### src/rtl/mmio_uart_rx.sv
// Memory-mapped UART receiver: synchronised 8N1 deserialiser feeding an 8-bit receive FIFO read via DATA/STATUS loads.
// Optional macro UART_RX_PARITY_EN switches the frame to 8E1 with a PARITY state and a sticky parity_err flag.
module mmio_uart_rx #(
  parameter int CLK_HZ     = 100_000_000,
  parameter int BAUD       = 115200,
  parameter int FIFO_DEPTH = 16
) (
  input  logic        clk,
  input  logic        rst,
  input  logic        rx,
  input  logic        rd,
  input  logic        addr,
  output logic [31:0] rdata,
  output logic        rvalid,
  output logic        irq
);

  localparam int CPB = CLK_HZ / BAUD;
  localparam int CW  = $clog2(CPB);
  localparam int AW  = $clog2(FIFO_DEPTH);

`ifdef UART_RX_PARITY_EN
  typedef enum logic [2:0] {S_IDLE, S_START, S_DATA, S_PARITY, S_STOP} state_e;
`else
  typedef enum logic [2:0] {S_IDLE, S_START, S_DATA, S_STOP} state_e;
`endif

  state_e        state_q, state_d;
  logic          rx_s1_q, rx_s2_q;
  logic [CW-1:0] cnt_q, cnt_d;
  logic [2:0]    idx_q, idx_d;
  logic [7:0]    shift_q, shift_d;
  logic [AW:0]   wr_ptr_q, wr_ptr_d, rd_ptr_q, rd_ptr_d;
  logic          overrun_q, overrun_d, frame_err_q, frame_err_d;
  logic [31:0]   rdata_q, rdata_d;
  logic          rvalid_q, rvalid_d;
  logic [7:0]    mem_q [FIFO_DEPTH];

  logic          rx_sync, mid_tick, bit_tick;
  logic          push, frame_set, push_ok, pop, overrun_set, clr;
  logic [AW:0]   fifo_cnt;
  logic          empty, full, parity_flag;
  logic [31:0]   status;

`ifdef UART_RX_PARITY_EN
  logic par_bad_q, par_bad_d, parity_err_q, parity_err_d, parity_set;
  assign parity_flag = parity_err_q;
`else
  assign parity_flag = 1'b0;
`endif

  assign rx_sync  = rx_s2_q;
  assign mid_tick = (cnt_q == CW'(CPB / 2 - 1));
  assign bit_tick = (cnt_q == CW'(CPB - 1));

  // Next-state logic
  always_comb begin
    state_d = state_q;
    case (state_q)
      S_IDLE:   if (!rx_sync) state_d = S_START;
      S_START:  if (mid_tick) state_d = rx_sync ? S_IDLE : S_DATA;
`ifdef UART_RX_PARITY_EN
      S_DATA:   if (bit_tick && idx_q == 3'd7) state_d = S_PARITY;
      S_PARITY: if (bit_tick) state_d = S_STOP;
`else
      S_DATA:   if (bit_tick && idx_q == 3'd7) state_d = S_STOP;
`endif
      S_STOP:   if (bit_tick) state_d = S_IDLE;
      default:  state_d = S_IDLE;
    endcase
  end

  // Output logic: frame-level events raised on the sampling cycle
  always_comb begin
    push      = 1'b0;
    frame_set = 1'b0;
    if (state_q == S_STOP && bit_tick) begin
`ifdef UART_RX_PARITY_EN
      push      = rx_sync & ~par_bad_q;
`else
      push      = rx_sync;
`endif
      frame_set = ~rx_sync;
    end
  end

`ifdef UART_RX_PARITY_EN
  assign parity_set = (state_q == S_PARITY) && bit_tick && ((^shift_q) ^ rx_sync);
`endif

  // Receive datapath: baud counter, bit index, LSB-first shifter
  always_comb begin
    cnt_d   = (state_q == S_IDLE || state_d != state_q || bit_tick) ? '0 : cnt_q + CW'(1);
    idx_d   = idx_q;
    shift_d = shift_q;
    if (state_q == S_START) idx_d = 3'd0;
    if (state_q == S_DATA && bit_tick) begin
      idx_d   = idx_q + 3'd1;
      shift_d = {rx_sync, shift_q[7:1]};
    end
`ifdef UART_RX_PARITY_EN
    par_bad_d = par_bad_q;
    if (state_q == S_START) par_bad_d = 1'b0;
    if (parity_set) par_bad_d = 1'b1;
`endif
  end

  assign fifo_cnt = wr_ptr_q - rd_ptr_q;
  assign empty    = (fifo_cnt == '0);
  assign full     = (fifo_cnt == (AW+1)'(FIFO_DEPTH));
  assign status   = {16'b0, 8'(fifo_cnt), 4'b0, parity_flag, frame_err_q, overrun_q, ~empty};

  // A same-cycle pop frees the slot, so a push into a full FIFO still succeeds.
  always_comb begin
    pop         = rd & ~addr & ~empty;
    clr         = rd & addr;
    push_ok     = push & (~full | pop);
    overrun_set = push & full & ~pop;
    wr_ptr_d    = push_ok ? wr_ptr_q + (AW+1)'(1) : wr_ptr_q;
    rd_ptr_d    = pop ? rd_ptr_q + (AW+1)'(1) : rd_ptr_q;
    overrun_d   = (overrun_q & ~clr) | overrun_set;
    frame_err_d = (frame_err_q & ~clr) | frame_set;
`ifdef UART_RX_PARITY_EN
    parity_err_d = (parity_err_q & ~clr) | parity_set;
`endif
    rvalid_d = rd;
    rdata_d  = rdata_q;
    if (rd) begin
      if (addr)       rdata_d = status;
      else if (empty) rdata_d = 32'h8000_0000;
      else            rdata_d = {24'b0, mem_q[rd_ptr_q[AW-1:0]]};
    end
  end

  always_ff @(posedge clk or posedge rst) begin
    if (rst) begin
      state_q     <= S_IDLE;
      rx_s1_q     <= 1'b1;
      rx_s2_q     <= 1'b1;
      cnt_q       <= '0;
      idx_q       <= 3'd0;
      shift_q     <= 8'd0;
      wr_ptr_q    <= '0;
      rd_ptr_q    <= '0;
      overrun_q   <= 1'b0;
      frame_err_q <= 1'b0;
      rdata_q     <= 32'd0;
      rvalid_q    <= 1'b0;
`ifdef UART_RX_PARITY_EN
      par_bad_q    <= 1'b0;
      parity_err_q <= 1'b0;
`endif
    end else begin
      state_q     <= state_d;
      rx_s1_q     <= rx;
      rx_s2_q     <= rx_s1_q;
      cnt_q       <= cnt_d;
      idx_q       <= idx_d;
      shift_q     <= shift_d;
      wr_ptr_q    <= wr_ptr_d;
      rd_ptr_q    <= rd_ptr_d;
      overrun_q   <= overrun_d;
      frame_err_q <= frame_err_d;
      rdata_q     <= rdata_d;
      rvalid_q    <= rvalid_d;
`ifdef UART_RX_PARITY_EN
      par_bad_q    <= par_bad_d;
      parity_err_q <= parity_err_d;
`endif
    end
  end

  // Storage needs no reset; validity is tracked by the pointers.
  always_ff @(posedge clk) begin
    if (push_ok) mem_q[wr_ptr_q[AW-1:0]] <= shift_q;
  end

  assign rdata  = rdata_q;
  assign rvalid = rvalid_q;
  assign irq    = ~empty | overrun_q | frame_err_q | parity_flag;

endmodule

### config.mk
export PLATFORM = sky130hd
export DESIGN_NAME = mmio_uart_rx
export DESIGN_NICKNAME = d
export VERILOG_FILES = /design/src/rtl/mmio_uart_rx.sv
export SDC_FILE = /design/constraint.sdc
export NUM_CORES = 1
export LEC_CHECK = 0
export ABC_AREA = 1
export CORE_AREA = 4 4 119 121
export CTS_BUF_LIST = sky130_fd_sc_hd__clkbuf_4
export DETAILED_ROUTE_END_ITERATION = 12
export DIE_AREA = 0 0 123 125
export GPL_TIMING_DRIVEN = 0
export PLACE_DENSITY = 0.86
export SYNTH_ARGS = -nofsm -noshare
export SYNTH_HDL_FRONTEND = slang
export SYNTH_SLANG_ARGS = --single-unit
### constraint.sdc
create_clock -name clk -period 3.5 [get_ports clk]
set_clock_uncertainty 0.05 [all_clocks]
set_input_delay 0.875 -clock clk [delete_from_list [all_inputs] [get_ports clk]]
set_output_delay 0.875 -clock clk [all_outputs]
set_load 0.1 [all_outputs]
==> impl_results.html <==
<table>
<tr><th>Metric</th><th>Value</th></tr>
<tr><th colspan="2">Run status</th></tr>
<tr><td>Status</td><td>finished clean</td></tr>
<tr><th colspan="2">Setup path</th></tr>
<tr><td>Critical path endpoint category</td><td>primary output</td></tr>
<tr><td>Kind of critical path</td><td>reg2out</td></tr>
<tr><td>Type of element launching the critical path</td><td>register</td></tr>
<tr><td>Length in cells of the worst reg-to-reg path</td><td>14</td></tr>
<tr><td>Largest fanout of any net on the critical path</td><td>10</td></tr>
<tr><td>WP data arrival</td><td>~2.5 ns</td></tr>
<tr><td>Required @ worst endpoint</td><td>2.57 ns</td></tr>
<tr><td>R2R setup slack</td><td>about 0.36 ns</td></tr>
<tr><th colspan="2">Global routing</th></tr>
<tr><td>Maximum number of pins on one net before global-route repair</td><td>31</td></tr>
<tr><td>Via count of the first global-routing pass</td><td>5368</td></tr>
<tr><td>Wire length of the first global-routing pass</td><td>between 20 and 30 mm</td></tr>
<tr><td>Total routing resource utilization after global routing</td><td>around a quarter</td></tr>
<tr><td>Number of antenna violations at the first check in global routing</td><td>0</td></tr>
<tr><td>Remaining global-route overflow</td><td>0</td></tr>
<tr><th colspan="2">Placed design</th></tr>
<tr><td>Number of buffer cells added on primary ports</td><td>20</td></tr>
<tr><td>Placement-stage cell area</td><td>8530 sq um</td></tr>
<tr><td>Total instance count after detailed placement</td><td>978</td></tr>
<tr><td>Post-DP HPWL</td><td>approximately 12 mm</td></tr>
<tr><td>Routability cong.</td><td>around 0.9</td></tr>
<tr><th colspan="2">Synthesis</th></tr>
<tr><td>Area of the mapped netlist</td><td>between 8000 and 9000 sq um</td></tr>
<tr><td>Avg Cell Area, Syn</td><td>10.5 sq um</td></tr>
<tr><td>Sequential element share of the synthesized area</td><td>around 64%</td></tr>
<tr><td>Count of state elements after synthesis</td><td>181</td></tr>
<tr><td>Cell count after synthesis</td><td>roughly 760</td></tr>
<tr><td>Number of distinct standard cells referenced by the synthesized netlist</td><td>40</td></tr>
<tr><td>Count of synthesis-stage warnings from yosys</td><td>0</td></tr>
<tr><th colspan="2">Detailed routing</th></tr>
<tr><td>Number of nets with antenna violations after routing</td><td>0</td></tr>
<tr><td>DRC violation count after routing</td><td>0</td></tr>
<tr><td>DRT Wirelength</td><td>between 15 and 20 mm</td></tr>
<tr><td>Via density per instance</td><td>between 5 and 6</td></tr>
<tr><td>Routed vias</td><td>5758</td></tr>
<tr><td>Per-cell routed wire length</td><td>roughly 18 um</td></tr>
<tr><td>Drt initial violations</td><td>between 700 and 800</td></tr>
<tr><td>Initial DRT Pass Iterations</td><td>8</td></tr>
<tr><th colspan="2">Clocking</th></tr>
<tr><td>CTS clk-pin slew, worst paths</td><td>between 0.1 and 0.15 ns</td></tr>
<tr><td>CTS root buffer</td><td>sky130_fd_sc_hd__clkbuf_4</td></tr>
<tr><td>Clock sink count</td><td>181</td></tr>
<tr><td>Number of buffers created by CTS</td><td>17</td></tr>
<tr><td>Hold-fix buffer count after cts</td><td>0</td></tr>
<tr><td>H-tree level count</td><td>4</td></tr>
<tr><td>TritonCTS clock tree</td><td>yes</td></tr>
<tr><td>Clock Latency Late Sink</td><td>0.57 ns</td></tr>
<tr><td>Maximum buffer depth of the clock tree</td><td>2</td></tr>
<tr><th colspan="2">STA</th></tr>
<tr><td>Slew headroom</td><td>approximately 34%</td></tr>
<tr><td>Ratio of final minimum period to clock period</td><td>97.7%</td></tr>
<tr><td>Maximum clock frequency</td><td>between 0.2 and 0.3 GHz</td></tr>
<tr><td>Final number of hold-violating endpoints</td><td>0</td></tr>
<tr><td>Min Hold Slack</td><td>~0.32 ns</td></tr>
<tr><td>Unrepaired setup endpoints after global routing</td><td>yes</td></tr>
<tr><td>Aggregate negative setup slack</td><td>0 ns</td></tr>
<tr><td>Number of pins exceeding their max-slew limit in the final report</td><td>0</td></tr>
<tr><td>Number of setup violations in the final report</td><td>0</td></tr>
<tr><td>Worst Tran Pin Value</td><td>between 0.9 and 1 ns</td></tr>
<tr><td>Min cycle time layout</td><td>between 3 and 4 ns</td></tr>
<tr><th colspan="2">Floorplan</th></tr>
<tr><td>Starting density of the core</td><td>between 60% and 70%</td></tr>
<tr><td>Row Count</td><td>42</td></tr>
<tr><td>Die boundary width</td><td>around 120 um</td></tr>
<tr><td>Die area</td><td>around 15000 sq um</td></tr>
<tr><td>Core Box Area</td><td>13100 sq um</td></tr>
<tr><td>Die span in y</td><td>between 100 and 150 um</td></tr>
<tr><td>Total I/O pin count</td><td>39</td></tr>
<tr><th colspan="2">Finish</th></tr>
<tr><td>Post-route insts no fill</td><td>between 1000 and 1500</td></tr>
<tr><td>Share of post-route cells with drive strength above 1</td><td>16.0%</td></tr>
<tr><td>Relative area change from synthesis to final layout</td><td>11.8%</td></tr>
<tr><td>Final nets</td><td>850</td></tr>
<tr><td>Area of all placed cells without fillers</td><td>around 9000 sq um</td></tr>
<tr><td>ANT cells</td><td>0</td></tr>
<tr><th colspan="2">Power</th></tr>
<tr><td>Worst IR drop on VDD</td><td>0.000159 V</td></tr>
<tr><td>Standby leakage power</td><td>3.84 nW</td></tr>
<tr><td>Overall Power</td><td>~3.4 mW</td></tr>
<tr><td>Pwr/cell area</td><td>around 380 nW/um^2</td></tr>
<tr><th colspan="2">Run</th></tr>
<tr><td>Number of violations of the max-capacitance limit</td><td>0</td></tr>
<tr><th colspan="2">Hold path</th></tr>
<tr><td>Type of the most critical hold path</td><td>reg2reg</td></tr>
<tr><td>Hold Path Depth</td><td>0</td></tr>
</table>
## state kept, by name (all words and copies together), names as in the netlist, 3 cells and up
| name | cells |
|---|---|
| rd_ptr_q | 5 |
| idx_q | 3 |
| wr_ptr_q | 5 |
| shift_q | 8 |
| rdata | 14 |
| state_q | 3 |
| cnt_q | 10 |
| mem_q | 128 |
## power by group
part / internal (mW) / switching (mW) / total [mW]
combinational: 0.0303 / 0.132 / 0.162
clock: 0.281 / 0.675 / 0.956
sequential: 2.28 / 0.00461 / 2.28
total: 2.59 / 0.812 / 3.40
## synth_stat cells (all sizes together)
cell / number / area (sq um)
ha: 13 / 163
o211ai: 2 / 20.0
nor2: 110 / 420
dfstp: 2 / 52.6
nand4: 4 / 25.0
o21ai: 27 / 135
buf: 44 / 282
xor2: 6 / 52.6
o21bai: 1 / 7.51
conb: 1 / 3.75
clkbuf: 2 / 7.51
fa: 1 / 20.0
xnor2: 7 / 68.8
a22o: 1 / 8.76
or2: 1 / 6.26
nand2: 192 / 738
clkinv: 2 / 13.8
inv: 41 / 154
nor3: 29 / 166
o22ai: 2 / 12.5
a21oi: 7 / 38.8
dfrtp: 51 / 1280
nand3: 89 / 510
edfxtp: 128 / 3840
## routing by layer
metal	GRT usage [%]	up-vias	part of all wire (%)
met5	0	-	0
met4	10.4	0	3.6
met3	4.34	69	9.8
met2	37.4	385	48
met1	33.3	2644	39
li1	-	2660	-
## critical path, cell delays in order (launching register included)
cell	delay, ns
sky130_fd_sc_hd__dfrtp_1	0.35
sky130_fd_sc_hd__buf_4	0.21
sky130_fd_sc_hd__inv_4	0.07
sky130_fd_sc_hd__buf_8	0.15
sky130_fd_sc_hd__ha_4	0.33
sky130_fd_sc_hd__nand3_1	0.11
sky130_fd_sc_hd__nand2_2	0.13
sky130_fd_sc_hd__xor2_2	0.25
sky130_fd_sc_hd__nor2_4	0.06
sky130_fd_sc_hd__nand3_2	0.08
sky130_fd_sc_hd__buf_12	0.17
## per-stage QoR
stage                     setup WS (ns)  util [%]
after floorplan                   0.124         -
after global placement           -0.558      65.1
after detailed placement         -0.548      65.2
after CTS                        0.0104      67.7
after global routing            -0.0364      68.6
final                            0.0808      68.6
## path summary, 6_finish.rpt
kind,from,end
worst max register to register,rd_ptr_q[2],mem_q[15][5]
worst max-delay path,rd_ptr_q[2],irq
worst min register to register,rx_s1_q,rx_s2_q
min in group asynchronous,rst,wr_ptr_q[3]
max in group asynchronous,rst,rx_s1_q
worst min-delay path,rx_s1_q,rx_s2_q
## final cells by class
class                   count  area [sq um]
plain buffers              45           304
clock buffers              18           135
clock inverters            14          87.6
fillers                   864          4110
inverters                  43           170
multi-input cells         511          2570
flip-flops and latches    181          5170
well taps                 176           220
repair buffers             32           313
## cells in the final DEF (no fill, tap or decap), drive strengths merged, types with 2 or more instances in the layout
cell,netlist,layout
a21oi,7,7
buf,44,56
clkbuf,2,20
clkdlybuf4s50,0,19
clkinv,2,12
clkinvlp,0,2
conb,1,19
dfrtp,51,51
dfstp,2,2
edfxtp,128,128
ha,13,13
inv,41,43
nand2,192,192
nand3,89,89
nand4,4,4
nor2,110,110
nor3,29,29
o211ai,2,2
o21ai,27,27
o22ai,2,2
xnor2,7,7
xor2,6,6
## cells by family (layout without fill, tap and decap cells)
kind of cell	after synthesis	count (layout)	share of synthesized area (%)
other cells	1	19	0.0467
fa+ha+maj	14	14	2.28
compound gates	40	40	2.77
flops	181	181	64.4
simple gates	425	425	23.3
xor+xnor	13	13	1.51
buf+inv	89	152	5.69
## what timing repair did
item,in CTS,in global routing
hold endpoints to repair,0,0
endpoints found under the setup margin,1,1
pin swaps,1,7
gates resized for setup,25,21
setup buffers,5,6
No activity file was read; power rests on OpenSTA's default activity.
